**src/rtl/morse_key_decoder.sv**
```systemverilog
// morse_key_decoder: debounced Morse key to ASCII letter decoder
// Ports: clk, rst (async, active-low), tick (timebase enable), key (raw, async)
//        ASCIIOutput (last decoded char), LetterEnter (1-cycle pulse),
//        symbol_count (elements in current letter), key_down (debounced key)
// Optional macro MORSE_DIGITS_EN adds the 5-element digit codes 0-9.
module morse_key_decoder #(
    parameter int DEBOUNCE_TICKS   = 5,
    parameter int DOT_MAX_TICKS    = 250,
    parameter int LETTER_GAP_TICKS = 600
) (
    input  logic       clk,
    input  logic       rst,
    input  logic       tick,
    input  logic       key,
    output logic [7:0] ASCIIOutput,
    output logic       LetterEnter,
    output logic [2:0] symbol_count,
    output logic       key_down
);
    typedef enum logic [1:0] {IDLE, PRESS, GAP} state_t;
    localparam logic [15:0] DB_LAST = 16'(DEBOUNCE_TICKS - 1);
    localparam logic [15:0] DOT_MAX = 16'(DOT_MAX_TICKS);
    localparam logic [15:0] GAP_END = 16'(LETTER_GAP_TICKS);
    state_t      state_q;
    logic        sync1_q, sync2_q, kd_q, kd_prev_q;
    logic [15:0] db_cnt_q, press_cnt_q, gap_cnt_q;
    logic [4:0]  pattern_q;
    logic [2:0]  count_q;
    logic        ovf_q, le_q;
    logic [7:0]  ascii_q, lut;
    logic        rise, fall, element;
    assign rise         = kd_q & ~kd_prev_q;
    assign fall         = ~kd_q & kd_prev_q;
    assign element      = press_cnt_q >= DOT_MAX;
    assign ASCIIOutput  = ascii_q;
    assign LetterEnter  = le_q;
    assign symbol_count = count_q;
    assign key_down     = kd_q;
    // Debounce counter restarts whenever the synchronized level matches key_down.
    always_ff @(posedge clk or negedge rst) begin
        if (!rst) begin
            sync1_q   <= 1'b0;
            sync2_q   <= 1'b0;
            kd_q      <= 1'b0;
            kd_prev_q <= 1'b0;
            db_cnt_q  <= '0;
        end else begin
            sync1_q   <= key;
            sync2_q   <= sync1_q;
            kd_prev_q <= kd_q;
            if (sync2_q == kd_q) begin
                db_cnt_q <= '0;
            end else if (tick) begin
                db_cnt_q <= (db_cnt_q == DB_LAST) ? '0 : db_cnt_q + 16'd1;
                if (db_cnt_q == DB_LAST) kd_q <= sync2_q;
            end
        end
    end
    // Code sits right-aligned in pattern, first element in the highest used bit.
    always_comb begin
        lut = 8'h3F;
        if (!ovf_q) begin
            case ({count_q, pattern_q})
                {3'd2, 5'b00001}: lut = 8'h41;
                {3'd4, 5'b01000}: lut = 8'h42;
                {3'd4, 5'b01010}: lut = 8'h43;
                {3'd3, 5'b00100}: lut = 8'h44;
                {3'd1, 5'b00000}: lut = 8'h45;
                {3'd4, 5'b00010}: lut = 8'h46;
                {3'd3, 5'b00110}: lut = 8'h47;
                {3'd4, 5'b00000}: lut = 8'h48;
                {3'd2, 5'b00000}: lut = 8'h49;
                {3'd4, 5'b00111}: lut = 8'h4A;
                {3'd3, 5'b00101}: lut = 8'h4B;
                {3'd4, 5'b00100}: lut = 8'h4C;
                {3'd2, 5'b00011}: lut = 8'h4D;
                {3'd2, 5'b00010}: lut = 8'h4E;
                {3'd3, 5'b00111}: lut = 8'h4F;
                {3'd4, 5'b00110}: lut = 8'h50;
                {3'd4, 5'b01101}: lut = 8'h51;
                {3'd3, 5'b00010}: lut = 8'h52;
                {3'd3, 5'b00000}: lut = 8'h53;
                {3'd1, 5'b00001}: lut = 8'h54;
                {3'd3, 5'b00001}: lut = 8'h55;
                {3'd4, 5'b00001}: lut = 8'h56;
                {3'd3, 5'b00011}: lut = 8'h57;
                {3'd4, 5'b01001}: lut = 8'h58;
                {3'd4, 5'b01011}: lut = 8'h59;
                {3'd4, 5'b01100}: lut = 8'h5A;
`ifdef MORSE_DIGITS_EN
                {3'd5, 5'b11111}: lut = 8'h30;
                {3'd5, 5'b01111}: lut = 8'h31;
                {3'd5, 5'b00111}: lut = 8'h32;
                {3'd5, 5'b00011}: lut = 8'h33;
                {3'd5, 5'b00001}: lut = 8'h34;
                {3'd5, 5'b00000}: lut = 8'h35;
                {3'd5, 5'b10000}: lut = 8'h36;
                {3'd5, 5'b11000}: lut = 8'h37;
                {3'd5, 5'b11100}: lut = 8'h38;
                {3'd5, 5'b11110}: lut = 8'h39;
`endif
                default:          lut = 8'h3F;
            endcase
        end
    end
    // Key edges take priority over a coincident tick.
    always_ff @(posedge clk or negedge rst) begin
        if (!rst) begin
            state_q     <= IDLE;
            press_cnt_q <= '0;
            gap_cnt_q   <= '0;
            pattern_q   <= '0;
            count_q     <= '0;
            ovf_q       <= 1'b0;
            ascii_q     <= '0;
            le_q        <= 1'b0;
        end else begin
            le_q <= 1'b0;
            case (state_q)
                IDLE: begin
                    if (rise) begin
                        press_cnt_q <= '0;
                        state_q     <= PRESS;
                    end
                end
                PRESS: begin
                    if (fall) begin
                        if (count_q == 3'd5) begin
                            ovf_q <= 1'b1;
                        end else begin
                            pattern_q <= {pattern_q[3:0], element};
                            count_q   <= count_q + 3'd1;
                        end
                        gap_cnt_q <= '0;
                        state_q   <= GAP;
                    end else if (tick && press_cnt_q != 16'hFFFF) begin
                        press_cnt_q <= press_cnt_q + 16'd1;
                    end
                end
                GAP: begin
                    if (gap_cnt_q >= GAP_END) begin
                        ascii_q   <= lut;
                        le_q      <= 1'b1;
                        pattern_q <= '0;
                        count_q   <= '0;
                        ovf_q     <= 1'b0;
                        state_q   <= IDLE;
                    end else if (rise) begin
                        press_cnt_q <= '0;
                        state_q     <= PRESS;
                    end else if (tick) begin
                        gap_cnt_q <= gap_cnt_q + 16'd1;
                    end
                end
                default: state_q <= IDLE;
            endcase
        end
    end
endmodule

```
**config.mk**
```make
export PLATFORM = sky130hd
export DESIGN_NAME = morse_key_decoder
export DESIGN_NICKNAME = d
export VERILOG_FILES = /design/src/rtl/morse_key_decoder.sv
export SDC_FILE = /design/constraint.sdc
export NUM_CORES = 1
export LEC_CHECK = 0
export CAP_MARGIN = 10
export CORE_MARGIN = 3
export CORE_UTILIZATION = 30
export DETAILED_ROUTE_END_ITERATION = 10
export REMOVE_ABC_BUFFERS = 1
export SYNTH_ARGS = -nofsm -noshare
export SYNTH_HDL_FRONTEND = slang
export SYNTH_SLANG_ARGS = --single-unit
```
**constraint.sdc**
```tcl
create_clock -name clk -period 3.1 [get_ports clk]
set_input_delay 0.93 -clock clk [delete_from_list [all_inputs] [get_ports clk]]
set_output_delay 0.93 -clock clk [all_outputs]
set_load 0.02 [all_outputs]
```
# ---- Yosys cells after proc, flatten, opt, wreduce, memory -nomap -nowiden
# Index checks and enable logic that the tools add are counted.
dict set report totals {
  ff_bits 72
  in_bits 4
  out_inout_bits 13
  elab_cells 109
}
dict set report op_classes {
  add_sub_neg 4
  order_cmp 2
  bitwise 5
  n_eq_ne 41
  reduce_logical 11
  muxes 33
}
# op n
set ops {}
lappend ops {{$pmux 7 s26} 1}
lappend ops {{$mux 16} 11}
lappend ops {{$eq 8x7->1 const B} 12}
lappend ops {{$eq 8x8->1 const B} 12}
lappend ops {{$add 16x1->16 const B} 3}
lappend ops {{$pmux 16 s3} 1}
lappend ops {{$pmux 16 s2} 1}
lappend ops {{$ne 2x2->1 const B} 9}
lappend ops {{$eq 16x3->1 const B} 1}
lappend ops {{$eq 8x6->1 const B} 2}
lappend ops {{$ge 16x10->1 const B} 1}
lappend ops {{$ge 16x8->1 const B} 1}
lappend ops {{$ne 16x16->1 const B} 1}
lappend ops {{$mux 5} 3}
lappend ops {{$reduce_and 4->1} 3}
lappend ops {{$pmux 5 s2} 1}
lappend ops {{$mux 3} 3}
lappend ops {{$mux 7} 1}
lappend ops {{$mux 2} 3}
lappend ops {{$pmux 2 s3} 1}
lappend ops {{$pmux 3 s2} 1}
lappend ops {{$mux 1} 5}
lappend ops {{$reduce_and 5->1} 1}
lappend ops {{$reduce_bool 2->1} 2}
lappend ops {{13 further kinds} 16}

# ---- Logic depth before layout (Yosys ltp)
# Gate-level depths: netlist (run 1).
dict set report logic_depth {
  word_depth 5
  ltp_mapped 9
  depth_no_buf 8
}

# ---- Least setup slack after synthesis (run 1)
# OpenSTA, ideal clock, no wires.
dict set report synth_path {
  kind {input to register}
  from {in tick}
  to {reg gap_cnt_q[8]}
  arrival_time_ps 2415
  setup_ps 110
  n_path_buf 2
  t_required_ps 2990
  slack_ps 575
  cell_stages 7
  path_cell_list {clkbuf_1 > nand3b_1 > a21o_1 > a221oi_1 > clkbuf_1 > nand2_1 > o41ai_1}
}
dict set report synth_between {
  elab_chain_len 2
}
# item line_no
set synth_lines {}
lappend synth_lines {{start: declaration} 13} ;# input logic tick,
lappend synth_lines {{$ne 2x2->1 (no source line)} --}
lappend synth_lines {{$reduce_and 5->1 (no source line)} --}
lappend synth_lines {{end signal: assignment} 152} ;# gap_cnt_q <= gap_cnt_q + 16'd1;
lappend synth_lines {{end: declaration} 26} ;# logic [15:0] db_cnt_q, press_cnt_q, gap_cnt_q;
# No other way between the ends.
# A chain may end at the register's enable or synchronous reset.

# ---- Worst setup path in the final report (run 1)
dict set report layout_path {
  from {reg count_q[0], in the netlist symbol_count[0]}
  to {out symbol_count[0]}
}
# item line_no
set layout_rtl {}
lappend layout_rtl {{start: declaration} 28} ;# logic [2:0] count_q;
lappend layout_rtl {{start signal: assignment} 132} ;# count_q <= count_q + 3'd1;
lappend layout_rtl {{end: declaration} 17} ;# output logic [2:0] symbol_count,
# No word-level cell between the ends.

==> metrics.json, run 1 <==
{
  "timing": {
    "final_max_slew_violation_count": 0,
    "setup_total_negative_slack_ps": 0,
    "post_route_minimum_period_ps": 2573,
    "timing_worst_slew_pin_value_ps": 740.7,
    "fmax_mhz": 388.7,
    "setup_viol": 0,
    "worst_clock_skew_ps": 5.737,
    "grt_setup_unrepaired": "no",
    "final-hold-violation-count": 0,
    "relSlewSlack": 0.5062,
    "fin_crit_sh": 0.8298
  },
  "setup_path": {
    "critPathRequiredTime_ps": 2170,
    "cp_num_buf_inv": 1,
    "r2r_end": "press_cnt_q[13]$_DFFE_PN0P_",
    "worstSetupEndpointType": "primary output",
    "cp_num_cells": 1,
    "cp_data_arrival_time_ps": 1640,
    "largest_stage_delay_on_the_critical_path_ps": 690,
    "critical_path.slowest_cell": "sky130_fd_sc_hd__clkdlybuf4s50_1",
    "rr_startpoint": "key_down$_DFFE_PN0P_",
    "critPathTopFamily": "buffers and inverters",
    "cp_cell_instances": "clkdlybuf4s50_1",
    "critical_path.endpoint": "symbol_count[0]",
    "worstSetupPathType": "flip-flop to primary output",
    "worstPathMaxFanout": 14,
    "ff2ff_path_depth": 6,
    "worstSetupStartpointType": "flip-flop",
    "regToRegSetupSlack_ps": 570,
    "timing.critical_path.from": "symbol_count[0]$_DFFE_PN0P_"
  },
  "clock_tree": {
    "post_cts_resized": 0,
    "clock_latency_ps": 330,
    "cts_inserted_buffers": 9,
    "postCtsHoldBufs": 0,
    "cts_max_path_buffers": 2,
    "clock_sink_count": 71,
    "cts_tree": "built",
    "post_cts_buffers": 0,
    "clk_pin_slew_ps": 50,
    "ctsRootBufferMaster": "sky130_fd_sc_hd__clkbuf_16",
    "cts_htree_levels": 3
  },
  "cells_and_area": {
    "final_nets": 482,
    "antenna_cells_inserted": 0,
    "area_growth_pct": 14.52,
    "finish.instance_area_mm2": 0.004578,
    "final_core_util": 0.3570,
    "proportion_of_layout_cells_with_a_drive_suffix_above_1": 0.06131,
    "final_cell_count_no_fill": 645
  },
  "power_and_ir_drop": {
    "leakagePower_nw": 1.870,
    "p_per_area_mw_per_mm2": 660.9,
    "ir_drop_uv": 459.3
  },
  "logic_synthesis": {
    "synth-edff-count": 0,
    "yosys-top-cells-count": "71 x sky130_fd_sc_hd__dfrtp_1, 46 x sky130_fd_sc_hd__o21ai_0, 45 x sky130_fd_sc_hd__nand2_1, 44 x sky130_fd_sc_hd__nor2_1, 23 x sky130_fd_sc_hd__nand3_1",
    "synth-seq-cells": 71,
    "synth_seq_area_share": 0.4444,
    "synth.avg_cell_area_um2": 8.653,
    "yosysWarningCount": 0,
    "netlist-cell-type-count": 58,
    "synth.top_cell.area_share": 0.4444,
    "post_synth_inst_count": 462,
    "yosys.area_share.adder": 0.02504,
    "synth_ff_type": "sky130_fd_sc_hd__dfrtp_1",
    "synthXorXnorAreaFrac": 0.02191,
    "netlist_area_mm2": 0.003998,
    "synth_top_family_by_area": "simple AND/OR/NAND/NOR gates",
    "ys_async_sr_fraction": 1.000,
    "synthMuxAreaShare": 0,
    "compound_cell_area_share_of_the_yosys_netlist": 0.1912,
    "synthDominantAreaCellType": "sky130_fd_sc_hd__dfrtp_1",
    "yosys.area_share.simple": 0.2710,
    "synth.most_common_cell": "sky130_fd_sc_hd__dfrtp_1",
    "synthTopCellsByArea": "sky130_fd_sc_hd__dfrtp_1 44%, sky130_fd_sc_hd__o21ai_0 5.8%, sky130_fd_sc_hd__nand2_1 4.2%"
  },
  "floorplan": {
    "die_x_um": 121.4,
    "die_h_um": 121.4,
    "fp.dieArea_mm2": 0.01475,
    "start_util": 0.3117,
    "floorplan.core_area_mm2": 0.01282,
    "design.portCount": 17,
    "rows": 41
  },
  "detailed_routing": {
    "drt.antenna.violating_nets": 0,
    "drcViolationCount": 0,
    "post_drt_wl_per_cell_um": 14.12,
    "route.final.wire_length_um": 9105,
    "vias_per_cell": 5.353,
    "drt_iter0_markers": 352,
    "via_count": 3453,
    "drt_pass1_iterations": 4
  },
  "worst_hold_path": {
    "worst_hold_path.num_cells": 0,
    "timing.hold.worst.class": "flip-flop to flip-flop"
  },
  "placed_design": {
    "gpl.final_weighted_congestion": 0.8642,
    "dp_hpwl_um": 6115,
    "place.port_buffers": 15,
    "placedInstanceArea_mm2": 0.004313,
    "dp_cells": 631
  },
  "grt": {
    "use_met3": 0.03357,
    "grt_max_degree": 53,
    "global_route_wire_length_before_repair_um": 15800,
    "total_routing_usage_gr": 0.1307,
    "gr-usage-met2": 0.2010,
    "top_usage_layer": "met2",
    "vias_in_the_first_global_route": 3305,
    "initial_antenna_violation_count": 0,
    "groute.layer.met1.usage": 0.1791,
    "global_route.overflow_total": 0
  },
  "outcome": {
    "outcome": "finished, final reports clean"
  },
  "job": {
    "maxCapViolations": 0
  }
}
[sequential cells by signal, summed over array words and instances (netlist names)]
name          flops
kd_prev_q         1
ASCIIOutput       7
press_cnt_q      16
symbol_count      3
sync2_q           1
ovf_q             1
sync1_q           1
pattern_q         5
gap_cnt_q        16
LetterEnter       1
key_down          1
db_cnt_q         16
state_q           2
[through the flow]
stage | setup WS [ps] | power, mW | hold WS, ps
floorplan | 576.5 | 1.780 | 331.2
global placement | 408.0 | 2.065 | 333.8
detailed placement | 301.1 | 2.094 | 334.7
CTS | 524.9 | 3.060 | 347.1
global route | 351.5 | 3.247 | 367.7
finish | 527.5 | 3.026 | 345.5
[layer usage]
metal  share of wire  vias up  routed length, µm
met4          0.0096        0                 87
met2            0.46       71               4190
met5               0        -                  0
li1                -     1698                  -
met1            0.49     1676               4480
met3           0.038        8                347
[report_power, final]
part           switching (mW)  internal, mW
sequential              0.177          1.02
combinational           0.547         0.339
clock                   0.368         0.575
total                    1.09          1.93
[cells in the final DEF (no fill, tap or decap), types with 11 or more instances in the layout]
cell and count:
sky130_fd_sc_hd__dfrtp_1 71, sky130_fd_sc_hd__o21ai_0 46, sky130_fd_sc_hd__nand2_1 45, sky130_fd_sc_hd__nor2_1 44, sky130_fd_sc_hd__nand3_1 23, sky130_fd_sc_hd__a21oi_1 22
sky130_fd_sc_hd__inv_1 17, sky130_fd_sc_hd__clkdlybuf4s50_1 14, sky130_fd_sc_hd__o31ai_1 12, sky130_fd_sc_hd__nor2b_1 11, sky130_fd_sc_hd__nand4_1 11, sky130_fd_sc_hd__and3_1 11
[area by class of cell]
cell class                      instances  area [µm²]
Fill cell                            1326        8247
Multi-Input combinational cell        347        2039
Sequential cell                        71        1777
Clock buffer                           13       260.3
Tap cell                              172       215.2
Timing Repair Buffer                   22       210.2
Inverter                               19       71.32
Clock inverter                          1       5.005
[cell families after synthesis]
group / Yosys count
buffers and inverters: 44
flip-flops: 71
adder cells (fa/ha/maj): 8
XOR/XNOR: 10
AO/OA/AOI/OAI: 122
AND/OR/NAND/NOR: 206
other: 1
[worst min-delay path by stage]
| stage | startpoint | end |
|---|---|---|
| floorplan | sync1_q$_DFF_PN0_ | sync2_q$_DFF_PN0_ |
| global placement | sync1_q$_DFF_PN0_ | sync2_q$_DFF_PN0_ |
| detailed placement | sync1_q$_DFF_PN0_ | sync2_q$_DFF_PN0_ |
| CTS | sync1_q$_DFF_PN0_ | sync2_q$_DFF_PN0_ |
| global route | sync1_q$_DFF_PN0_ | sync2_q$_DFF_PN0_ |
| finish | sync1_q$_DFF_PN0_ | sync2_q$_DFF_PN0_ |
Power figures use the tool's default switching activity.
==> run 2, diff against run 1 <==
Clock period 3.1 ns to 2.45 ns, I/O delays scaled along.
==> run 2 against run 1 <==
Critical path depth up 5. Power up 35%. Clock skew up 2.9 ps. Highest routed layer unchanged. Die area unchanged. Clock power up 35%. Global-route usage up 0.30 points.
==> metrics.json, run 2 (synthesized netlist as in run 1, its figures left out) <==
{
  "cells_and_area": {
    "area_growth_pct": 19.31,
    "multi_input_combinational_cell_area": {"value": 0.002041, "unit": "mm²", "change": "about the same"},
    "final_nets": {"value": 504, "change": "+4.6%"},
    "seq_area": {"value": 0.001777, "unit": "mm²", "change": "unchanged"},
    "antenna_cells_inserted": {"value": 0, "change": "unchanged"},
    "mostFrequentLayoutCell": "sky130_fd_sc_hd__dfrtp_1",
    "reg_top3": "db_cnt_q (16), gap_cnt_q (16), press_cnt_q (16)",
    "finish.instance_area": {"value": 0.004770, "unit": "mm²", "change": "+4.2%"},
    "proportion_of_layout_cells_with_a_drive_suffix_above_1": {"value": 0.1107, "change": "+0.04935"},
    "number_of_fill_cells": {"value": 1349, "change": "+1.7%"},
    "most_frequent_cells_in_the_layout": "71 x sky130_fd_sc_hd__dfrtp_1, 46 x sky130_fd_sc_hd__o21ai_0, 45 x sky130_fd_sc_hd__nand2_1"
  },
  "timing": {
    "worst_clock_skew": {"value": 8.610, "unit": "ps", "change": "+2.873 ps"},
    "final_max_slew_violation_count": {"value": 0, "change": "unchanged"},
    "layout_setup_ws": {"value": 148.7, "unit": "ps", "change": "-378.8 ps"},
    "relSlewSlack": {"value": 0.6244, "change": "+0.1182"},
    "fin_crit_sh": 0.9393,
    "fmax_mhz": 434.5,
    "setup_total_negative_slack": {"value": 0, "unit": "ps", "change": "unchanged"},
    "setup_viol": {"value": 0, "change": "unchanged"},
    "timing_worst_slew_pin_value": {"value": 555.5, "unit": "ps", "change": "-185.1 ps"},
    "post_route_minimum_period_ps": 2301,
    "grt_setup_unrepaired": "no",
    "final-hold-violation-count": {"value": 0, "change": "unchanged"}
  },
  "clock_tree": {
    "cts_tree": "built",
    "clk_pin_slew": {"value": 60, "unit": "ps", "change": "about the same"},
    "cts_htree_levels": {"value": 3, "change": "unchanged"},
    "post_cts_resized": {"value": 0, "change": "unchanged"},
    "post_cts_buffers": {"value": 0, "change": "unchanged"},
    "cts_max_path_buffers": {"value": 2, "change": "unchanged"},
    "clock_latency": {"value": 340, "unit": "ps", "change": "about the same"},
    "ctsRootBufferMaster": "sky130_fd_sc_hd__clkbuf_16",
    "cts_inserted_buffers": {"value": 9, "change": "unchanged"},
    "postCtsHoldBufs": {"value": 0, "change": "unchanged"},
    "clock_sink_count": {"value": 71, "change": "unchanged"}
  },
  "setup_path": {
    "cp_data_arrival_time": {"value": 2560, "unit": "ps", "change": "+920 ps"},
    "cp_cell_instances": "nor4_1 -> nand2_1 -> or3_4 -> a21o_2 -> or4_1 -> a21oi_1",
    "largest_stage_delay_on_the_critical_path": {"value": 480, "unit": "ps", "change": "-210 ps"},
    "worstSetupPathType": "flip-flop to flip-flop",
    "worstSetupStartpointType": "flip-flop",
    "worstPathMaxFanout": {"value": 11, "change": "-3"},
    "critical_path.slowest_cell": "sky130_fd_sc_hd__or4_1",
    "worstSetupEndpointType": "flip-flop",
    "critPathRequiredTime": {"value": 2710, "unit": "ps", "change": "+540 ps"}
  },
  "detailed_routing": {
    "via_count": {"value": 3493, "change": "+1.2%"},
    "drt_pass1_iterations": {"value": 5, "change": "+1"},
    "drcViolationCount": {"value": 0, "change": "unchanged"},
    "post_drt_wl_per_cell": {"value": 13.68, "unit": "µm", "change": "-3.1%"},
    "vias_per_cell": {"value": 5.221, "change": "-2.5%"},
    "drt_iter0_markers": {"value": 363, "change": "+3.1%"},
    "drt.antenna.violating_nets": {"value": 0, "change": "unchanged"},
    "route.final.wire_length": {"value": 9153, "unit": "µm", "change": "+0.53%"}
  },
  "grt": {
    "initial_antenna_violation_count": {"value": 0, "change": "unchanged"},
    "global_route_wire_length_before_repair": {"value": 15970, "unit": "µm", "change": "+1.0%"},
    "global_route.overflow_total": {"value": 0, "change": "unchanged"},
    "grt_max_degree": {"value": 33, "change": "-38%"},
    "total_routing_usage_gr": {"value": 0.1337, "change": "+0.002967"},
    "vias_in_the_first_global_route": {"value": 3310, "change": "+0.15%"}
  },
  "floorplan": {
    "die_x": {"value": 121.4, "unit": "µm", "change": "unchanged"},
    "die_h": {"value": 121.4, "unit": "µm", "change": "unchanged"},
    "floorplan.core_area": {"value": 0.01282, "unit": "mm²", "change": "unchanged"},
    "start_util": {"value": 0.3117, "change": "unchanged"},
    "design.portCount": {"value": 17, "change": "unchanged"},
    "rows": {"value": 41, "change": "unchanged"},
    "fp.dieArea": {"value": 0.01475, "unit": "mm²", "change": "unchanged"}
  },
  "placed_design": {
    "gpl.final_weighted_congestion": {"value": 0.9046, "change": "+4.7%"},
    "placedInstanceArea": {"value": 0.004478, "unit": "mm²", "change": "+3.8%"},
    "place.port_buffers": {"value": 15, "change": "unchanged"},
    "detailedPlace.worstSlack": {"value": -224.2, "unit": "ps", "change": "-525.3 ps"},
    "dp_hpwl": {"value": 6640, "unit": "µm", "change": "+8.6%"}
  },
  "power_and_ir_drop": {
    "leakagePower": {"value": 1.992, "unit": "nW", "change": "+6.5%"},
    "ir_drop": {"value": 617.7, "unit": "µV", "change": "+34%"},
    "p_per_area": {"value": 856.6, "unit": "mW/mm²", "change": "+30%"},
    "power": {"value": 4.086, "unit": "mW", "change": "+35%"}
  },
  "outcome": {
    "outcome": "finished, final reports clean"
  },
  "job": {
    "maxCapViolations": {"value": 0, "change": "unchanged"}
  },
  "worst_hold_path": {
    "timing.hold.worst.class": "input pin to asynchronous set/reset pin"
  }
}
[run 2: per-layer routing]
| layer | up-vias | part of all wire | track usage |
|---|---|---|---|
| li1 | 1747 | - | - |
| met1 | 1666 | 0.47 | 0.1745 |
| met2 | 69 | 0.47 | 0.2142 |
| met3 | 11 | 0.051 | 0.04149 |
| met4 | 0 | 0.011 | 0.03782 |
| met5 | - | 0 | 0 |
[run 2: power breakdown]
group,total (mW),switching (mW),internal [mW]
clock network,1.27,0.489,0.784
registers,1.47,0.178,1.29
logic,1.35,0.770,0.576
[run 2: final timing paths]
check	start	endpoint	slack [ps]	cells past startpoint
setup reg to reg	gap_cnt_q[12]$_DFFE_PN0P_	press_cnt_q[13]$_DFFE_PN0P_	150	6
max in group asynchronous	rst	key_down$_DFFE_PN0P_	1450	2
setup / recovery	gap_cnt_q[12]$_DFFE_PN0P_	press_cnt_q[13]$_DFFE_PN0P_	150	6
hold reg to reg	sync1_q$_DFF_PN0_	sync2_q$_DFF_PN0_	350	0
hold / removal	rst	symbol_count[2]$_DFFE_PN0P_	280	1
min in group clk	sync1_q$_DFF_PN0_	sync2_q$_DFF_PN0_	350	0
[run 2: cell type report]
| cell class | count | share of cell area |
|---|---|---|
| sequential | 71 | 0.3725 |
| multi-input combinational | 347 | 0.4279 |
| clock inverter | 6 | 0.01285 |
| clock buffer | 10 | 0.04801 |
| tap | 172 | 0.04512 |
| timing repair buffer | 44 | 0.07870 |
| inverter | 19 | 0.01495 |
[run 2: through the flow]
| step | hold slack, ps | utilization | std cells |
|---|---|---|---|
| after floorplan | 331.2 | - | 437 |
| after global placement | 336.6 | 0.3492 | 653 |
| after detailed placement | 339.7 | 0.3492 | 653 |
| after CTS | 280.0 | 0.3718 | 669 |
| after global routing | 291.1 | 0.3719 | 669 |
| final | 284.5 | 0.3719 | 669 |
[run 2: critical path, delay by kind of cell, from the launching register on]
kind	cells	cell delay [ps]
AND/OR/NAND/NOR	4	1380
AO/OA/AOI/OAI	2	460
flip-flops	1	380
